$ cat config.mk
export PLATFORM = sky130hd
export DESIGN_NAME = wb_mem_arbiter_flat
export DESIGN_NICKNAME = d
export VERILOG_FILES = /design/src/rtl/pantheon_wb_arb_pkg.sv /design/src/rtl/wishbone_if.sv /design/src/rtl/wb_mem_arbiter_timeout.sv /design/src/rtl/wb_mem_arbiter.sv /design/src/flat_wrapper.sv
export SDC_FILE = /design/constraint.sdc
export NUM_CORES = 1
export LEC_CHECK = 0
export CAP_MARGIN = 20
export CORE_AREA = 4 4 119 121
export CTS_BUF_LIST = sky130_fd_sc_hd__clkbuf_4
export CTS_CLUSTER_SIZE = 40
export DETAILED_ROUTE_END_ITERATION = 16
export DIE_AREA = 0 0 123 125
export GPL_TIMING_DRIVEN = 0
export MAX_ROUTING_LAYER = met4
export SLEW_MARGIN = 5
export SYNTH_ARGS = -nofsm -noshare
export SYNTH_HDL_FRONTEND = slang
export SYNTH_SLANG_ARGS = --single-unit
$ cat constraint.sdc
create_clock -name clk -period 1.75 [get_ports clk]
set_input_delay 0.35 -clock clk [delete_from_list [all_inputs] [get_ports clk]]
set_output_delay 0.35 -clock clk [all_outputs]
set_load 0.03 [all_outputs]
$ cat src/rtl/pantheon_wb_arb_pkg.sv
// Shared types and constants for the 2:1 Wishbone memory arbiter.
package pantheon_wb_arb_pkg;

    localparam int unsigned WB_AW = 32;
    localparam int unsigned WB_DW = 32;
    localparam int unsigned WB_SW = 2;

    localparam logic [WB_DW-1:0] ARB_ERR_DATA = 32'hDEAD_BEEF;

    typedef enum logic [1:0] {
        ARB_IDLE = 2'd0,
        ARB_GNT0 = 2'd1,
        ARB_GNT1 = 2'd2
    } arb_state_t;

    // Master-to-slave half of a Wishbone port, muxed as one bundle.
    typedef struct packed {
        logic             stb;
        logic             cyc;
        logic             we;
        logic [WB_AW-1:0] addr;
        logic [WB_SW-1:0] width;
        logic [WB_DW-1:0] data_write;
    } wb_req_t;

endpackage

$ cat src/rtl/wishbone_if.sv
// Wishbone bundle used between core masters, the arbiter and the memory slave.
interface WISHBONE_IF;

    logic                                  stb;
    logic                                  cyc;
    logic                                  we;
    logic [pantheon_wb_arb_pkg::WB_AW-1:0] addr;
    logic [pantheon_wb_arb_pkg::WB_SW-1:0] width;
    logic [pantheon_wb_arb_pkg::WB_DW-1:0] data_write;
    logic [pantheon_wb_arb_pkg::WB_DW-1:0] data_read;
    logic                                  ack;

    modport master (output stb, cyc, we, addr, width, data_write, input data_read, ack);
    modport slave  (input stb, cyc, we, addr, width, data_write, output data_read, ack);

endinterface

$ cat src/rtl/wb_mem_arbiter_timeout.sv
// Stalled-access watchdog: counts owner wait cycles and emits a one-cycle expire.
module wb_arb_timeout #(
    parameter int unsigned TIMEOUT_CYCLES = 64
) (
    input  logic clk,
    input  logic rst,
    input  logic clr,
    input  logic inc,
    output logic expire
);

    localparam int unsigned CW = $clog2(TIMEOUT_CYCLES + 1);
    localparam logic [CW-1:0] CNT_LAST = CW'(TIMEOUT_CYCLES - 1);
    localparam logic [CW-1:0] CNT_SAT  = CW'(TIMEOUT_CYCLES);

    logic [CW-1:0] cnt_q, cnt_d;
    logic          expire_q, expire_d;

    // NOTE: every always_comb output gets a default first so no path can infer a latch.
    always_comb begin
        cnt_d    = cnt_q;
        expire_d = 1'b0;
        if (clr || expire_q) begin
            cnt_d = '0;
        end else if (inc) begin
            expire_d = (cnt_q == CNT_LAST);
            if (cnt_q != CNT_SAT) cnt_d = cnt_q + CW'(1);
        end
    end

    // NOTE: state registers use non-blocking assignments; reset is synchronous here.
    always_ff @(posedge clk) begin
        if (rst) begin
            cnt_q    <= '0;
            expire_q <= 1'b0;
        end else begin
            cnt_q    <= cnt_d;
            expire_q <= expire_d;
        end
    end

    assign expire = expire_q;

endmodule

$ cat src/rtl/wb_mem_arbiter.sv
// 2:1 round-robin Wishbone arbiter with locked grants in front of the on-chip memory.
// Optional stalled-access abort enabled by defining WB_MEM_ARBITER_TIMEOUT_EN.
module wb_mem_arbiter
    import pantheon_wb_arb_pkg::*;
#(
    parameter int unsigned TIMEOUT_CYCLES = 64,
    parameter bit          RESET_PRIO     = 1'b0
) (
    input  logic             clk,
    input  logic             rst,
    WISHBONE_IF.slave        m0_wb,
    WISHBONE_IF.slave        m1_wb,
    WISHBONE_IF.master       s_wb,
    output logic [1:0]       owner,
    output logic             timeout
);

    arb_state_t       state_q, state_d;
    logic             last_q, last_d;
    logic             req0, req1;
    logic             gnt0, gnt1;
    logic             fwd_ack;
    logic             expire;
    logic [WB_DW-1:0] own_rdata;
    wb_req_t          own;

    assign req0 = m0_wb.cyc & m0_wb.stb;
    assign req1 = m1_wb.cyc & m1_wb.stb;

    always_comb begin
        state_d = state_q;
        last_d  = last_q;
        case (state_q)
            ARB_IDLE: begin
                if (req0 && req1)  state_d = last_q ? ARB_GNT0 : ARB_GNT1;
                else if (req0)     state_d = ARB_GNT0;
                else if (req1)     state_d = ARB_GNT1;
            end
            ARB_GNT0: begin
                if (!m0_wb.cyc) begin
                    last_d  = 1'b0;
                    state_d = req1 ? ARB_GNT1 : ARB_IDLE;
                end
            end
            ARB_GNT1: begin
                if (!m1_wb.cyc) begin
                    last_d  = 1'b1;
                    state_d = req0 ? ARB_GNT0 : ARB_IDLE;
                end
            end
            default: state_d = ARB_IDLE;
        endcase
    end

    always_ff @(posedge clk) begin
        if (rst) begin
            state_q <= ARB_IDLE;
            last_q  <= ~RESET_PRIO;
        end else begin
            state_q <= state_d;
            last_q  <= last_d;
        end
    end

    assign owner = {state_q == ARB_GNT1, state_q == ARB_GNT0};

    // Routing is cut while rst is high so an in-flight access is never acked.
    assign gnt0 = (state_q == ARB_GNT0) && !rst;
    assign gnt1 = (state_q == ARB_GNT1) && !rst;

    always_comb begin
        own = '0;
        if (gnt0) begin
            own = '{stb: m0_wb.stb, cyc: m0_wb.cyc, we: m0_wb.we, addr: m0_wb.addr,
                    width: m0_wb.width, data_write: m0_wb.data_write};
        end else if (gnt1) begin
            own = '{stb: m1_wb.stb, cyc: m1_wb.cyc, we: m1_wb.we, addr: m1_wb.addr,
                    width: m1_wb.width, data_write: m1_wb.data_write};
        end
    end

`ifdef WB_MEM_ARBITER_TIMEOUT_EN
    logic grant_entry;
    assign grant_entry = (state_d != state_q) && (state_d != ARB_IDLE);

    wb_arb_timeout #(
        .TIMEOUT_CYCLES(TIMEOUT_CYCLES)
    ) u_timeout (
        .clk    (clk),
        .rst    (rst),
        .clr    (grant_entry | fwd_ack),
        .inc    (own.stb & own.cyc & ~s_wb.ack),
        .expire (expire)
    );
`else
    assign expire = 1'b0;
`endif

    assign timeout = expire;

    // Slave ack only counts while the owner strobes and no abort is in progress.
    assign fwd_ack   = own.stb & ~expire & s_wb.ack;
    assign own_rdata = expire ? ARB_ERR_DATA : s_wb.data_read;

    assign s_wb.stb        = own.stb & ~expire;
    assign s_wb.cyc        = own.cyc;
    assign s_wb.we         = own.we;
    assign s_wb.addr       = own.addr;
    assign s_wb.width      = own.width;
    assign s_wb.data_write = own.data_write;

    assign m0_wb.ack       = gnt0 & (fwd_ack | expire);
    assign m1_wb.ack       = gnt1 & (fwd_ack | expire);
    assign m0_wb.data_read = gnt0 ? own_rdata : '0;
    assign m1_wb.data_read = gnt1 ? own_rdata : '0;

endmodule

$ cat src/flat_wrapper.sv
// flat-port wrapper written by rule: the top's interface ports become plain ports
module wb_mem_arbiter_flat import pantheon_wb_arb_pkg::*;
#(
    parameter int unsigned TIMEOUT_CYCLES = 64,
    parameter bit          RESET_PRIO     = 1'b0
)
  (clk, rst, owner, timeout, m0_wb_stb, m0_wb_cyc, m0_wb_we, m0_wb_addr, m0_wb_width, m0_wb_data_write, m0_wb_data_read, m0_wb_ack, m1_wb_stb, m1_wb_cyc, m1_wb_we, m1_wb_addr, m1_wb_width, m1_wb_data_write, m1_wb_data_read, m1_wb_ack, s_wb_stb, s_wb_cyc, s_wb_we, s_wb_addr, s_wb_width, s_wb_data_write, s_wb_data_read, s_wb_ack);
  WISHBONE_IF m0_wb_i ();
  WISHBONE_IF m1_wb_i ();
  WISHBONE_IF s_wb_i ();
  input  logic clk;
  input  logic rst;
  output logic [1:0] owner;
  output logic timeout;
  input wire logic [$bits(m0_wb_i.stb)-1:0] m0_wb_stb;
  input wire logic [$bits(m0_wb_i.cyc)-1:0] m0_wb_cyc;
  input wire logic [$bits(m0_wb_i.we)-1:0] m0_wb_we;
  input wire logic [$bits(m0_wb_i.addr)-1:0] m0_wb_addr;
  input wire logic [$bits(m0_wb_i.width)-1:0] m0_wb_width;
  input wire logic [$bits(m0_wb_i.data_write)-1:0] m0_wb_data_write;
  output wire logic [$bits(m0_wb_i.data_read)-1:0] m0_wb_data_read;
  output wire logic [$bits(m0_wb_i.ack)-1:0] m0_wb_ack;
  input wire logic [$bits(m1_wb_i.stb)-1:0] m1_wb_stb;
  input wire logic [$bits(m1_wb_i.cyc)-1:0] m1_wb_cyc;
  input wire logic [$bits(m1_wb_i.we)-1:0] m1_wb_we;
  input wire logic [$bits(m1_wb_i.addr)-1:0] m1_wb_addr;
  input wire logic [$bits(m1_wb_i.width)-1:0] m1_wb_width;
  input wire logic [$bits(m1_wb_i.data_write)-1:0] m1_wb_data_write;
  output wire logic [$bits(m1_wb_i.data_read)-1:0] m1_wb_data_read;
  output wire logic [$bits(m1_wb_i.ack)-1:0] m1_wb_ack;
  output wire logic [$bits(s_wb_i.stb)-1:0] s_wb_stb;
  output wire logic [$bits(s_wb_i.cyc)-1:0] s_wb_cyc;
  output wire logic [$bits(s_wb_i.we)-1:0] s_wb_we;
  output wire logic [$bits(s_wb_i.addr)-1:0] s_wb_addr;
  output wire logic [$bits(s_wb_i.width)-1:0] s_wb_width;
  output wire logic [$bits(s_wb_i.data_write)-1:0] s_wb_data_write;
  input wire logic [$bits(s_wb_i.data_read)-1:0] s_wb_data_read;
  input wire logic [$bits(s_wb_i.ack)-1:0] s_wb_ack;
  assign m0_wb_i.stb = m0_wb_stb;
  assign m0_wb_i.cyc = m0_wb_cyc;
  assign m0_wb_i.we = m0_wb_we;
  assign m0_wb_i.addr = m0_wb_addr;
  assign m0_wb_i.width = m0_wb_width;
  assign m0_wb_i.data_write = m0_wb_data_write;
  assign m0_wb_data_read = m0_wb_i.data_read;
  assign m0_wb_ack = m0_wb_i.ack;
  assign m1_wb_i.stb = m1_wb_stb;
  assign m1_wb_i.cyc = m1_wb_cyc;
  assign m1_wb_i.we = m1_wb_we;
  assign m1_wb_i.addr = m1_wb_addr;
  assign m1_wb_i.width = m1_wb_width;
  assign m1_wb_i.data_write = m1_wb_data_write;
  assign m1_wb_data_read = m1_wb_i.data_read;
  assign m1_wb_ack = m1_wb_i.ack;
  assign s_wb_stb = s_wb_i.stb;
  assign s_wb_cyc = s_wb_i.cyc;
  assign s_wb_we = s_wb_i.we;
  assign s_wb_addr = s_wb_i.addr;
  assign s_wb_width = s_wb_i.width;
  assign s_wb_data_write = s_wb_i.data_write;
  assign s_wb_i.data_read = s_wb_data_read;
  assign s_wb_i.ack = s_wb_ack;
  wb_mem_arbiter #(.TIMEOUT_CYCLES(TIMEOUT_CYCLES), .RESET_PRIO(RESET_PRIO)) u_core (.clk(clk), .rst(rst), .m0_wb(m0_wb_i), .m1_wb(m1_wb_i), .s_wb(s_wb_i), .owner(owner), .timeout(timeout));
endmodule
[Yosys cells after proc, flatten, opt, wreduce, memory -nomap -nowiden]
Cells that the tools add are included.
Word-level totals
  word-level logic and storage cells: 36
  register bits: 3
  output and inout port bits: 138
  input port bits: 173
Operators by class
  equality and inequality tests: 5
  reductions and logical operators: 8
  muxes and demuxes: 16
  bitwise logic cells: 5
Operator list (count)
  $mux 69: 2
  $mux 32: 2
  $mux 2: 7
  $pmux 2 s3: 1
  $reduce_and 3->1: 2
  $and 1x1->1: 5
  $ne 2x2->1 const B: 2
  $ne 4x1->1 const B: 1
  $logic_and 1x1->1: 3
  $mux 1: 3
  $eq 2x1->1 const B: 1
  $eq 2x2->1 const B: 1
  $logic_not 2->1: 1
  $pmux 1 s2: 1
  $reduce_bool 2->1: 1
  $logic_not 1->1: 1

[Depth between registers and ports, before layout]
  word-level depth: 6
  mapped depth: 5
  depth with buffers taken out: 3

[Worst setup path before layout]
OpenSTA, ideal clock, no wires.
  path type: register to output
  start: reg u_core.state_q[0]
  end: out s_wb_addr[25]
  data required time: 1.400 ns
  setup slack: -0.010 ns
  arrival time: 1.410 ns
  buffers on the path: 2
  cell stages (with the launch flop): 6
  path through: dfxtp_1 > and2b_4 > nor2b_4 > buf_12 > buf_6 > a22o_1
Between the ends
  elaborated cells between the ends (all ways): 6
  those cells by class: eq/ne (2); mux (2); reduce/logical (2)
RTL lines
  start: declaration: line wb_mem_arbiter.sv:18  | arb_state_t state_q, state_d;
  start signal: assignment: line wb_mem_arbiter.sv:60  | state_q <= state_d;
  $eq 2x1->1
  via owner[0]: line flat_wrapper.sv:13  | output logic [1:0] owner;
  $logic_and 1x1->1: line wb_mem_arbiter.sv:68  | assign gnt0 = (state_q == ARB_GNT0) && !rst;
  $mux 69: line wb_mem_arbiter.sv:73  | if (gnt0) begin
  end: declaration: line flat_wrapper.sv:34  | output wire logic [$bits(s_wb_i.addr)-1:0] s_wb_addr;
The timed path passes the listed nets, and every way through them passes these cells.

[Worst setup path after layout]
  start: reg u_core.state_q[1]
  end: out s_wb_data_write[28]
Between the ends
  cells in the longest elaborated chain, start to end: 4
  elaborated cells between the ends (all ways): 6
  those cells by class: eq/ne (2); mux (2); reduce/logical (2)
Ends and longest elaborated chain
  $eq 2x2->1: line wb_mem_arbiter.sv:69  | assign gnt1 = (state_q == ARB_GNT1) && !rst;
  $logic_and 1x1->1: line wb_mem_arbiter.sv:69
  $mux 69: line wb_mem_arbiter.sv:76  | end else if (gnt1) begin
  $mux 69 *: line wb_mem_arbiter.sv:73
  end: declaration: line flat_wrapper.sv:36  | output wire logic [$bits(s_wb_i.data_write)-1:0] s_wb_data_write;
Every way passes the cells marked *; elsewhere a longest branch is shown, timed or not.

==> results.py <==
metrics = {
    "die": {
        "fp.dieW_um": 123,
        "core-area_um2": 13100,
        "dieArea_um2": 15400,
        "pin_count": 311,
        "initial_core_util_pct": 11.0,
        "die_h_um": 125,
        "num_rows": 42,
    },
    "run_status": {
        "violations": "setup timing",
        "status": "complete, but fails checks",
    },
    "power_and_ir_drop": {
        "leakage_nw": 2.47,
        "power.total_mw": 1.50,
        "ir_drop_mv": 0.371,
        "p_per_area_nw_per_um2": 272,
    },
    "timing": {
        "fin_hold_ws_ns": 0.545,
        "setup_tns_ns": -21.79,
        "period_share_pct": 112,
        "max_freq_ghz": 0.512,
        "rsz0062_at_grt": "yes",
        "finalMaxSlewViolations": 0,
        "setup_viol": 132,
        "layout_setup_ws_ns": -0.204,
        "finalClockSkew_ns": 0.00431,
        "finalCriticalPeriod_ns": 1.95,
        "report.final.hold_viol_count": 0,
    },
    "yosys": {
        "synth_cells": 183,
        "synth_fp_nets": 356,
        "synth.distinct_cells": 23,
        "synth_area_per_cell_um2": 7.87,
        "yosysWarnings": 0,
        "synth_area_um2": 1440,
        "synth-seq-cells": 3,
        "yosysSeqAreaShare_pct": 4.17,
    },
    "routing": {
        "ant_nets": 0,
        "num_vias": 2785,
        "drt_pass1_iterations": 4,
        "wl_per_cell_um": 18.6,
        "routed_wl_um": 12800,
        "via_per_inst": 4.05,
        "drt-initial-drc-count": 97,
        "drc": 0,
    },
    "clock_tree": {
        "cts_buffers": 3,
        "insertion_delay_ns": 0.23,
        "clkSinkCount": 3,
        "clkTransAtPathRegs_ns": 0.04,
        "cts_tree": "done",
        "htreeDepth": 1,
        "clock_path_buffers": 2,
        "cts-root-buf": "clkbuf_4",
    },
    "run": {
        "drv_cap": 0,
    },
    "worst_hold_path": {
        "min_from": "u_core.last_q$_SDFFE_PP1P_",
        "hold_depth": 2,
        "hold_class": "reg -> reg",
        "min_to": "u_core.last_q$_SDFFE_PP1P_",
    },
    "placement": {
        "portBuffers": 309,
        "hpwl_um": 10000,
        "place_worst_setup_slack_ns": -1.10,
        "gp_congestion": 0.900,
    },
    "worst_setup_path": {
        "r2r_start": "u_core.state_q[1]$_SDFFE_PP0P_",
        "critical-path-top-delay-family": "buffers and inverters",
        "path_cells": "and2b_4 -> nor2b_4 -> buf_12 -> buf_8 -> a22o_2 -> buf_6",
        "worstSetupPathType": "reg -> out",
        "slowest_stage": "dfxtp_2",
        "cp_num_buf_inv": 3,
        "r2r_end": "u_core.state_q[1]$_SDFFE_PP0P_",
        "cp.required_ns": 1.40,
        "worstPathArrival_ns": 1.60,
        "r2r_slack_ns": 0.58,
        "critPathMaxStageDelay_ns": 0.33,
        "r2r_cells": 4,
        "critPathMaxFanout": 10,
        "crit_path_end_kind": "output port",
        "worstSetupStartpointType": "register",
    },
    "grt": {
        "grt_pass1_wl_um": 17300,
        "antenna_found_initial": 0,
        "grt_pass1_vias": 2882,
        "grt_start_max_net_pins": 11,
        "grt_overflow": 0,
        "grtUsageTotal_pct": 14.8,
    },
    "final_layout": {
        "nNetsFinal": 685,
        "syn_to_final_growth_pct": 284,
        "layout-drive-gt1-share_pct": 58.9,
        "n_antenna_cell": 0,
    },
}
-- sequential cells by signal, indices dropped and copies added, names as in the netlist --
name	cells
u_core.state_q	2
u_core.last_q	1
-- layout by cell type (no fill, tap or decap), types with 2 or more instances in the layout --
master,count
and2_4,47
a21oi_1,2
clkbuf_4,4
clkbuf_16,2
nand4b_1,2
nor2b_4,3
buf_8,16
and3_1,2
a22o_4,9
nor2_1,5
nand2b_1,2
buf_12,4
clkbuf_2,2
a22o_2,59
buf_4,11
and2_1,17
clkdlybuf4s50_1,171
buf_6,139
-- per-stage QoR --
stage	util (%)	instances	instance area (um2)
2_1_floorplan	-	183	1530
3_3_place_gp	37.0	668	4840
3_5_place_dp	37.0	668	4840
4_1_cts	40.0	682	5230
5_1_grt	42.3	687	5530
6_report	42.3	687	5530
-- how the worst max path moves through the flow --
| stage | startpoint | endpoint | depth (start not counted) |
|---|---|---|---|
| 2_1_floorplan | u_core.state_q[0]$_SDFFE_PP0P_ | m0_wb_data_read[30] | 5 |
| 3_3_place_gp | rst | m1_wb_data_read[2] | 6 |
| 3_5_place_dp | rst | m1_wb_data_read[2] | 6 |
| 4_1_cts | u_core.state_q[1]$_SDFFE_PP0P_ | s_wb_addr[30] | 6 |
| 5_1_grt | u_core.state_q[1]$_SDFFE_PP0P_ | s_wb_addr[9] | 6 |
| 6_report | u_core.state_q[1]$_SDFFE_PP0P_ | s_wb_data_write[28] | 6 |
-- area by class of cell --
class,instances,area [um2]
repair buffers,325,3460
multi-input cells,156,1440
fillers,1267,7550
clock buffers,4,30.0
well taps,176,220
flip-flops and latches,3,65.1
plain buffers,23,318
-- routing by layer --
metal	share of wire (%)	routed length [um]	track usage [%]
met3	7.4	945	2.44
met2	52	6700	27.8
met5	0	0	-
met1	39	4980	17.1
met4	1.0	131	1.24
-- power by group --
part	leakage, nW	total (mW)	internal [mW]	switching, mW
logic	2.43	1.29	0.761	0.525
clock network	0.0184	0.136	0.101	0.0347
registers	0.0257	0.0800	0.0744	0.00563
total	2.47	1.50	0.937	0.565
-- cells in the mapped netlist (all sizes together) --
| cell | number | area [um2] |
|---|---|---|
| a22o | 68 | 596 |
| dfxtp | 3 | 60.1 |
| nand2 | 1 | 3.75 |
| a22oi | 1 | 7.51 |
| nor2b | 4 | 35.0 |
| a211o | 1 | 8.76 |
| a21oi | 2 | 10.0 |
| nor2 | 5 | 18.8 |
| o21bai | 1 | 7.51 |
| buf | 24 | 228 |
| and2b | 1 | 10.0 |
| conb | 1 | 3.75 |
| and2 | 64 | 400 |
| and3 | 2 | 12.5 |
| nand2b | 2 | 12.5 |
| a221oi | 1 | 8.76 |
| nand4b | 2 | 17.5 |
-- tightest hold or removal path, delay by kind of cell, from the launching register on --
family	cells	cell delay, ns
AND/OR/NAND/NOR	1	0.10
flip-flops	1	0.32
AO/OA/AOI/OAI	1	0.07
-- logic make-up (layout without fill, tap and decap cells) --
logic type,after synthesis,after routing,synth area share [%]
flops,3,3,4.17
simple gates,81,81,35.4
other cells,1,1,0.260
compound gates,74,74,44.3
buf+inv,24,352,15.8
-- what timing repair did --
action	CTS	global route
gates resized for setup	972	74
cloned	4	3
setup buffers	7	2
hold buffers	0	0
pin swaps	14	22
setup endpoints to repair	137	135
(Power assumes the default switching activity.)
